## src/rtl/parking_gate_arbiter_if.sv

```systemverilog
// Handshake bundle between the sensor logic (master) and the gate arbiter (slave).
// Carries the entry/exit requests, the grant pulses and the lot status outputs.
interface parking_gate_arbiter_if #(
    parameter int SLOTS = 4,
    parameter int IDW   = 2
);
    logic             entry_req;
    logic             exit_req;
    logic [IDW-1:0]   exit_slot;
    logic             entry_ack;
    logic [IDW-1:0]   entry_slot;
    logic             entry_reject;
    logic             exit_ack;
    logic             exit_err;
    logic             door_open;
    logic [SLOTS-1:0] occupancy;
    logic [3:0]       free_count;
    logic             full;

    modport master (
        output entry_req, exit_req, exit_slot,
        input  entry_ack, entry_slot, entry_reject, exit_ack, exit_err,
        input  door_open, occupancy, free_count, full
    );

    modport slave (
        input  entry_req, exit_req, exit_slot,
        output entry_ack, entry_slot, entry_reject, exit_ack, exit_err,
        output door_open, occupancy, free_count, full
    );
endinterface

```

## src/rtl/parking_gate_arbiter.sv

```systemverilog
// Shares the single parking gate between entry and exit requesters, allocates the
// lowest free slot on entry, frees slots on exit and times the door-open window.
module parking_gate_arbiter #(
    parameter int SLOTS       = 4,
    parameter int IDW         = 2,
    parameter int DOOR_CYCLES = 8
) (
    input logic                   clk,
    input logic                   reset,
    parking_gate_arbiter_if.slave bus
);
    localparam int CW = (DOOR_CYCLES > 1) ? $clog2(DOOR_CYCLES) : 1;

    typedef enum logic [1:0] {IDLE, OPEN, CLOSE} state_t;
    typedef enum logic {SERVED_ENTRY, SERVED_EXIT} served_t;

    state_t           state_q, state_d;
    served_t          last_q, last_d;
    logic [CW-1:0]    cnt_q, cnt_d;
    logic [SLOTS-1:0] occ_q, occ_d;
    logic [3:0]       free_q, free_d;
    logic             full_q, full_d;
    logic [IDW-1:0]   slot_q, slot_d;
    logic             entry_ack_q, entry_ack_d;
    logic             entry_reject_q, entry_reject_d;
    logic             exit_ack_q, exit_ack_d;
    logic             exit_err_q, exit_err_d;
    logic             entry_armed_q, entry_armed_d;
    logic             exit_armed_q, exit_armed_d;

    logic [IDW-1:0]   free_idx;
    logic             exit_hit;
    logic             entry_elig, exit_elig, serve_exit, serve_entry;

    // Lowest-index free slot, and whether the slot being vacated is really occupied
    always_comb begin
        free_idx = '0;
        for (int i = SLOTS - 1; i >= 0; i--) begin
            if (!occ_q[i]) free_idx = IDW'(i);
        end
        exit_hit = 1'b0;
        for (int i = 0; i < SLOTS; i++) begin
            if (bus.exit_slot == IDW'(i) && occ_q[i]) exit_hit = 1'b1;
        end
    end

    assign entry_elig  = bus.entry_req && entry_armed_q;
    assign exit_elig   = bus.exit_req && exit_armed_q;
    assign serve_exit  = exit_elig && (!entry_elig || last_q == SERVED_ENTRY);
    assign serve_entry = entry_elig && !serve_exit;

    always_comb begin
        state_d        = state_q;
        last_d         = last_q;
        cnt_d          = cnt_q;
        occ_d          = occ_q;
        free_d         = free_q;
        slot_d         = slot_q;
        entry_ack_d    = 1'b0;
        entry_reject_d = 1'b0;
        exit_ack_d     = 1'b0;
        exit_err_d     = 1'b0;
        entry_armed_d  = entry_armed_q | ~bus.entry_req;
        exit_armed_d   = exit_armed_q | ~bus.exit_req;

        case (state_q)
            IDLE: begin
                if (serve_exit) begin
                    last_d       = SERVED_EXIT;
                    exit_armed_d = 1'b0;
                    if (exit_hit) begin
                        for (int i = 0; i < SLOTS; i++) begin
                            if (bus.exit_slot == IDW'(i)) occ_d[i] = 1'b0;
                        end
                        free_d     = free_q + 4'd1;
                        exit_ack_d = 1'b1;
                        state_d    = OPEN;
                        cnt_d      = CW'(DOOR_CYCLES - 1);
                    end else begin
                        exit_err_d = 1'b1;
                    end
                end else if (serve_entry) begin
                    last_d        = SERVED_ENTRY;
                    entry_armed_d = 1'b0;
                    if (!full_q) begin
                        for (int i = 0; i < SLOTS; i++) begin
                            if (free_idx == IDW'(i)) occ_d[i] = 1'b1;
                        end
                        free_d      = free_q - 4'd1;
                        slot_d      = free_idx;
                        entry_ack_d = 1'b1;
                        state_d     = OPEN;
                        cnt_d       = CW'(DOOR_CYCLES - 1);
                    end else begin
                        entry_reject_d = 1'b1;
                    end
                end
            end
            OPEN: begin
                if (cnt_q == '0) state_d = CLOSE;
                else             cnt_d   = cnt_q - CW'(1);
            end
            CLOSE:   state_d = IDLE;
            default: state_d = IDLE;
        endcase

        full_d = &occ_d;
    end

    always_ff @(posedge clk) begin
        if (reset) begin
            state_q        <= IDLE;
            last_q         <= SERVED_ENTRY;
            cnt_q          <= '0;
            occ_q          <= '0;
            free_q         <= 4'(SLOTS);
            full_q         <= 1'b0;
            slot_q         <= '0;
            entry_ack_q    <= 1'b0;
            entry_reject_q <= 1'b0;
            exit_ack_q     <= 1'b0;
            exit_err_q     <= 1'b0;
            entry_armed_q  <= 1'b1;
            exit_armed_q   <= 1'b1;
        end else begin
            state_q        <= state_d;
            last_q         <= last_d;
            cnt_q          <= cnt_d;
            occ_q          <= occ_d;
            free_q         <= free_d;
            full_q         <= full_d;
            slot_q         <= slot_d;
            entry_ack_q    <= entry_ack_d;
            entry_reject_q <= entry_reject_d;
            exit_ack_q     <= exit_ack_d;
            exit_err_q     <= exit_err_d;
            entry_armed_q  <= entry_armed_d;
            exit_armed_q   <= exit_armed_d;
        end
    end

    assign bus.entry_ack    = entry_ack_q;
    assign bus.entry_slot   = slot_q;
    assign bus.entry_reject = entry_reject_q;
    assign bus.exit_ack     = exit_ack_q;
    assign bus.exit_err     = exit_err_q;
    assign bus.door_open    = (state_q == OPEN);
    assign bus.occupancy    = occ_q;
    assign bus.free_count   = free_q;
    assign bus.full         = full_q;
endmodule

```

## src/flat_wrapper.sv

```systemverilog
// flat-port wrapper written by rule: the top's interface ports become plain ports
module parking_gate_arbiter_flat 
#(
    parameter int SLOTS       = 4,
    parameter int IDW         = 2,
    parameter int DOOR_CYCLES = 8
)
  (clk, reset, bus_entry_req, bus_exit_req, bus_exit_slot, bus_entry_ack, bus_entry_slot, bus_entry_reject, bus_exit_ack, bus_exit_err, bus_door_open, bus_occupancy, bus_free_count, bus_full);
  parking_gate_arbiter_if #(.SLOTS(SLOTS), .IDW(IDW)) bus_i ();
  input logic clk;
  input logic reset;
  input wire logic [$bits(bus_i.entry_req)-1:0] bus_entry_req;
  input wire logic [$bits(bus_i.exit_req)-1:0] bus_exit_req;
  input wire logic [$bits(bus_i.exit_slot)-1:0] bus_exit_slot;
  output wire logic [$bits(bus_i.entry_ack)-1:0] bus_entry_ack;
  output wire logic [$bits(bus_i.entry_slot)-1:0] bus_entry_slot;
  output wire logic [$bits(bus_i.entry_reject)-1:0] bus_entry_reject;
  output wire logic [$bits(bus_i.exit_ack)-1:0] bus_exit_ack;
  output wire logic [$bits(bus_i.exit_err)-1:0] bus_exit_err;
  output wire logic [$bits(bus_i.door_open)-1:0] bus_door_open;
  output wire logic [$bits(bus_i.occupancy)-1:0] bus_occupancy;
  output wire logic [$bits(bus_i.free_count)-1:0] bus_free_count;
  output wire logic [$bits(bus_i.full)-1:0] bus_full;
  assign bus_i.entry_req = bus_entry_req;
  assign bus_i.exit_req = bus_exit_req;
  assign bus_i.exit_slot = bus_exit_slot;
  assign bus_entry_ack = bus_i.entry_ack;
  assign bus_entry_slot = bus_i.entry_slot;
  assign bus_entry_reject = bus_i.entry_reject;
  assign bus_exit_ack = bus_i.exit_ack;
  assign bus_exit_err = bus_i.exit_err;
  assign bus_door_open = bus_i.door_open;
  assign bus_occupancy = bus_i.occupancy;
  assign bus_free_count = bus_i.free_count;
  assign bus_full = bus_i.full;
  parking_gate_arbiter #(.SLOTS(SLOTS), .IDW(IDW), .DOOR_CYCLES(DOOR_CYCLES)) u_core (.clk(clk), .reset(reset), .bus(bus_i));
endmodule
```

## config.mk

```make
export PLATFORM = sky130hd
export DESIGN_NAME = parking_gate_arbiter_flat
export DESIGN_NICKNAME = d
export VERILOG_FILES = /design/src/rtl/parking_gate_arbiter_if.sv /design/src/rtl/parking_gate_arbiter.sv /design/src/flat_wrapper.sv
export SDC_FILE = /design/constraint.sdc
export NUM_CORES = 1
export LEC_CHECK = 0
export CORE_MARGIN = 1.5
export CORE_UTILIZATION = 50
export DETAILED_ROUTE_END_ITERATION = 10
export PLACE_DENSITY = 0.81
export SKIP_LAST_GASP = 1
export SLEW_MARGIN = 20
export SYNTH_ARGS = -nofsm -noshare
export SYNTH_HDL_FRONTEND = slang
export SYNTH_SLANG_ARGS = --single-unit
export TNS_END_PERCENT = 30
```

## constraint.sdc

```tcl
create_clock -name clk -period 5.9 [get_ports clk]
set_clock_uncertainty 0.2 [all_clocks]
set_input_delay 0.885 -clock clk [delete_from_list [all_inputs] [get_ports clk]]
set_output_delay 0.885 -clock clk [all_outputs]
set_load 0.005 [all_outputs]
```

==> results of run 1 <==
==> per-layer routing <==
| metal | routed length (um) | vias up |
|---|---|---|
| li1 | - | 481 |
| met1 | 1030 | 431 |
| met2 | 1060 | 24 |
| met3 | 129 | 4 |
| met4 | 33 | 0 |
| met5 | 0 | - |
==> cells by family (layout without fill, tap and decap cells) <==
| family | Yosys count | count (layout) |
|---|---|---|
| compound gates | 33 | 33 |
| fa+ha+maj | 5 | 5 |
| buf+inv | 12 | 33 |
| simple gates | 43 | 43 |
| mux | 3 | 3 |
| xor+xnor | 3 | 3 |
| flops | 23 | 23 |
==> sequential cells by signal, indices dropped and copies added, names as in the netlist, 2 cells and up <==
register and count:
u_core.bus.free_count 4, u_core.state_q 2, u_core.bus.entry_slot 2, u_core.cnt_q 3, u_core.bus.occupancy 4
==> worst max path at each step <==
stage / from / end / slack [ns]
global placement: bus_exit_req / u_core.bus.free_count[3] / 2.63
floorplan: bus_exit_req / u_core.bus.free_count[3] / 3.23
finish: bus_exit_req / u_core.bus.free_count[3] / 2.84
CTS: bus_exit_req / u_core.bus.free_count[3] / 2.86
detailed placement: bus_exit_req / u_core.bus.free_count[3] / 2.52
global route: bus_exit_req / u_core.bus.free_count[3] / 2.69
==> Yosys cell counts, types with 3 or more instances <==
cell,instances,share of area (%)
dfxtp_1,23,41
a21oi_1,11,4.9
nand2_1,11,3.7
nor2_1,11,3.7
inv_1,8,2.7
nand3_1,5,2.2
ha_1,4,4.4
o21ai_0,4,1.8
a21o_1,3,2.0
nor4b_1,3,2.3
==> per-stage QoR <==
step | setup WS [ns] | cells | instance area (um2)
global route | 2.69 | 170 | 1370
finish | 2.84 | 170 | 1370
global placement | 2.63 | 166 | 1340
detailed placement | 2.52 | 166 | 1340
CTS | 2.86 | 170 | 1370
floorplan | 3.23 | 122 | 1120
==> worst register-to-register path, cell delays in order, from the launching register on <==
cell and delay, ns:
dfxtp_1 0.37, and2_1 0.22, nand2_1 0.24, ha_1 0.35, a21o_1 0.18, a21oi_1 0.17, xor2_1 0.10, or3_1 0.32
a21oi_1 0.14
==> cell type report <==
type | count | area, um2
Clock buffer | 4 | 26.3
Fill cell | 176 | 674
Inverter | 8 | 30.0
Multi-Input combinational cell | 87 | 607
Sequential cell | 23 | 460
Tap cell | 27 | 33.8
Timing Repair Buffer | 21 | 210
==> cells in the final DEF (no fill, tap or decap), drive strengths merged, types with 3 or more instances in the layout <==
cell,count
dfxtp,23
clkdlybuf4s50,21
a21oi,12
nand2,11
nor2,11
inv,8
nand3,5
o21ai,4
ha,4
a21o,4
clkbuf,4
nor4b,3
==> power by group through the flow <==
stage	Sequential [mW]	Clock [mW]	Combinational, mW
after global routing	0.196	0.0814	0.144
after global placement	0.195	0	0.121
after CTS	0.192	0.0757	0.126
final	0.193	0.0725	0.125
after detailed placement	0.196	0	0.125
after floorplan	0.192	0	0.0888
==> results.json, run 1 <==
{
  "outcome": "finished, final reports clean",
  "slowest_delay_ns": 0.49,
  "setup_viol": 0,
  "use_met1_pct": 25.3,
  "synth_area_um2": 1120,
  "place_congestion": 0.809,
  "cts_tree": "built",
  "reg2reg_from": "u_core.exit_armed_q",
  "root_buffer": "clkbuf_4",
  "p_int_mw": 0.263,
  "cp_num_cells": 9,
  "wl_per_cell_um": 13.2,
  "avgSynthCellArea_um2": 9.22,
  "synthAdderAreaFrac_pct": 6.23,
  "p_switching_mw": 0.128,
  "grt.met2_usage_pct": 32.9,
  "crit_top_cell": "a21oi_1",
  "initial_core_util_pct": 55.1,
  "die_h_um": 50.4,
  "vias": 940,
  "grt_busiest_layer": "met2",
  "fmax_mhz": 327,
  "num_rows": 16,
  "port_buffers": 21,
  "startpoint_type": "input pin",
  "cts_setup_buffers": 0,
  "first_pass_iters": 4,
  "synth_ff_type": "dfxtp_1",
  "antenna_found_initial": 0,
  "worstPathCellList": "clkdlybuf4s50_1, and2_1, nand2_1, ha_1, a21o_1, a21oi_1, xor2_1, or3_1, a21oi_1",
  "cts_hold_buf": 0,
  "cts_buffers": 3,
  "slowest_stage": "clkdlybuf4s50_1",
  "switching_share_pct": 32.7,
  "first_iter_violations": 11,
  "grt_max_degree": 25,
  "grt_pass1_vias": 886,
  "worstPathArrival_ns": 3.10,
  "power_frac_clock_pct": 18.6,
  "cap_violations": 0,
  "hold_end": "u_core.bus.entry_slot[1]",
  "fin_hold_ws_ns": 0.257,
  "clk_pin_slew_ns": 0.12,
  "crit_fanout": 8,
  "synth_mux_area_share_pct": 3.78,
  "cp.required_ns": 5.94,
  "synthXorXnorAreaFrac_pct": 2.34,
  "fin_crit_ns": 3.06,
  "synth_edf_count": 0,
  "path_delay_family": "simple AND/OR/NAND/NOR gates",
  "r2r_cells": 8,
  "drive_gt1_share_pct": 6.99,
  "ys_seq_elements": 23,
  "synth-seq-area-share_pct": 40.9,
  "grt_usage_pct": 20.6,
  "worst-path-buf-inv": 1,
  "tns_ns": 0,
  "cts.sinks": 23,
  "ir_worst_vdd_v": 0.000243,
  "p_leak_nw": 0.512,
  "end_kind": "register",
  "synth_cell_types": 41,
  "fin_util_pct": 67.0,
  "synthCells": 122,
  "dp_hpwl_mm": 1.62,
  "synthSimpleGateAreaFrac_pct": 19.6,
  "worstHoldStart": "u_core.bus.entry_slot[1]",
  "syn_nets": 133,
  "clk_latency_ns": 0.31,
  "fin_crit_sh_pct": 51.9,
  "grt_pass1_wl_mm": 3.96,
  "worstMarginPinSlew_ns": 0.870,
  "gr-total-overflow": 0,
  "path_class": "input pin to register",
  "use_met3_pct": 7.44,
  "reg2reg_slack_ns": 3.53,
  "die_area_um2": 2540,
  "rsz0062_at_grt": "no",
  "p_total_mw": 0.390,
  "fp.dieW_um": 50.4,
  "synth_top_family_by_area": "compound AO/OA/AOI/OAI gates",
  "final_antenna_net_count": 0,
  "rr_endpoint": "u_core.bus.free_count[3]",
  "worstHoldPathCells": 2,
  "drv_slew": 0,
  "finalHoldViolCount": 0,
  "synth-compound-area-share_pct": 22.0,
  "async_flop_share_pct": 0,
  "synthToLayoutAreaGrowth_pct": 21.6,
  "yosys_warnings": 0,
  "drc": 0,
  "seq_power_share_pct": 49.3,
  "routed_via_density": 5.53,
  "ctsResizeCount": 0,
  "relSlewSlack_pct": 41.8,
  "pin_count": 22,
  "cellPowerDensity_nw_per_um2": 285,
  "power.share.combinational_pct": 32.1,
  "htree_levels": 1,
  "routed_wl_mm": 2.25,
  "clock_path_buffers": 2,
  "core_area_um2": 2040,
  "hp-class": "register to register",
  "antenna_cells": 0,
  "nets": 155
}
No activity file was read; power rests on OpenSTA's default activity.
==> run 2, diff against run 1 <==
- CORE_UTILIZATION: 50 -> 45
- PLACE_DENSITY: 0.81 -> 0.77
- clock period: 5.9 -> 2.56 ns (I/O delays scaled with it)
==> run 2 against run 1 <==
Clock power up 140%. Register-to-register slack worse by 3.1 ns. Routed wire length up 13%. Highest routed layer unchanged. Die area up 10%. Count of clock-buffer cells in the layout down 1. Final area up 4.6%. Global-route usage up 0.55 points. Final cell count up 5.3%. Non-clock buffer count up 8. Combinational power rose to 2.5 times the previous value. Sequential share of layout area down 1.5 points. Flip-flop and latch count unchanged. Largest cell class unchanged.
==> results.json, run 2 (same netlist as run 1, synthesis figures left out) <==
{
  "fin_util_pct": 62.8,
  "die_h_um": 53.0,
  "path_class": "input pin to register",
  "initial_core_util_pct": 49.4,
  "first_iter_violations": 17,
  "dp_hpwl_mm": 1.83,
  "grt_max_degree": 14,
  "crit_top_cell": "a21oi_1",
  "first_pass_iters": 4,
  "cp.required_ns": 2.62,
  "cts_setup_buffers": 0,
  "worstMarginPinSlew_ns": 0.509,
  "drc": 0,
  "p_leak_nw": 0.553,
  "most-common-layout-cells": "23 x dfxtp_1, 21 x clkdlybuf4s50_1, 11 x nand2_1, 11 x nor2_1, 11 x a21oi_1",
  "synthToLayoutAreaGrowth_pct": 27.1,
  "clk_latency_ns": 0.32,
  "root_buffer": "clkbuf_4",
  "vias": 1021,
  "tns_ns": 0,
  "fp.dieW_um": 53.0,
  "antenna_cells": 0,
  "worstPathArrival_ns": 2.35,
  "end_kind": "register",
  "grt_pass1_vias": 1010,
  "routed_wl_mm": 2.55,
  "die_area_um2": 2810,
  "cts_tree": "built",
  "port_buffers": 21,
  "clock_path_buffers": 2,
  "relSlewSlack_pct": 66.0,
  "grt_usage_pct": 21.1,
  "nets": 163,
  "wl_per_cell_um": 14.2,
  "worstPathCellList": "clkdlybuf4s50_1, and2_1, nand2_1, buf_4, ha_1, a21oi_1, xor2_1, or3_1, a21oi_1",
  "antenna_found_initial": 0,
  "setup_viol": 0,
  "final_antenna_net_count": 0,
  "ctsResizeCount": 0,
  "pin_count": 22,
  "ir_worst_vdd_v": 0.000516,
  "num_rows": 17,
  "slowest_stage": "clkdlybuf4s50_1",
  "drv_slew": 0,
  "cap_violations": 0,
  "slowest_delay_ns": 0.48,
  "drive_gt1_share_pct": 12.6,
  "fin_crit_sh_pct": 89.3,
  "grt_pass1_wl_mm": 4.24,
  "cellPowerDensity_nw_per_um2": 652,
  "rsz0062_at_grt": "no",
  "mostFrequentLayoutCell": "dfxtp_1",
  "cts_hold_buf": 0,
  "worst-path-buf-inv": 2,
  "place_congestion": 0.796,
  "path_delay_family": "buffers and inverters",
  "startpoint_type": "input pin",
  "hp-class": "register to register",
  "clk_pin_slew_ns": 0.13,
  "cts.sinks": 23,
  "outcome": "finished, final reports clean",
  "crit_fanout": 3,
  "fin_crit_ns": 2.29,
  "htree_levels": 1,
  "fmax_mhz": 437,
  "routed_via_density": 5.70,
  "cts_buffers": 3,
  "gr-total-overflow": 0,
  "core_area_um2": 2280,
  "finalHoldViolCount": 0
}
run 2: cell types whose count changed in the layout (fill, tap and decap cells not counted), sizes merged:
cell,delta
buf,+8
clkbuf,-1
clkinv,+1
run 2: cell type report:
type                    count  area (um2)
fillers                   221         846
multi-input cells          87         607
flip-flops and latches     23         460
repair buffers             29         270
well taps                  28        35.0
inverters                   8        30.0
clock buffers               3        22.5
clock inverters             1        5.00
run 2: worst register-to-register path: stages (launching register included):
cell and delay [ns]:
dfxtp_1 0.37, and2_1 0.15, nand2_1 0.11, buf_4 0.17, ha_1 0.30, a21oi_1 0.19
xor2_1 0.11, or3_1 0.31, a21oi_1 0.14
run 2: per-layer routing:
metal,share of wire [%],wire length [um],vias up,GRT usage [%]
met5,0,0,-,0
met2,49,1260,35,37.7
met4,1.1,29,0,8.12
li1,-,-,496,-
met1,43,1100,485,23.2
met3,6.2,159,5,6.50
run 2: path summary, 6_finish.rpt:
check / end / cells after the start / from / slack [ns]
setup reg to reg: u_core.bus.free_count[3] / 8 / u_core.exit_armed_q / 0.45
hold reg to reg: u_core.bus.entry_slot[0] / 2 / u_core.bus.entry_slot[0] / 0.27
hold / removal: u_core.bus.entry_slot[0] / 2 / u_core.bus.entry_slot[0] / 0.27
setup / recovery: u_core.bus.free_count[3] / 9 / bus_exit_req / 0.27
run 2: power by group:
group	internal, mW	leakage (nW)	total [mW]	switching, mW
logic	0.159	0.347	0.313	0.155
registers	0.401	0.188	0.444	0.0434
clock network	0.0586	0.0177	0.175	0.116
total	0.618	0.553	0.933	0.314
run 2: metrics by stage:
stage	worst slack, ns	instances	area [um2]	hold WS [ns]	total power [mW]
global placement	0.0518	175	1400	0.241	0.747
finish	0.273	179	1430	0.271	0.933
floorplan	0.386	122	1120	0.248	0.647
CTS	0.317	179	1430	0.275	0.940
global route	0.201	179	1430	0.311	1.00
detailed placement	-0.0174	175	1400	0.256	0.762
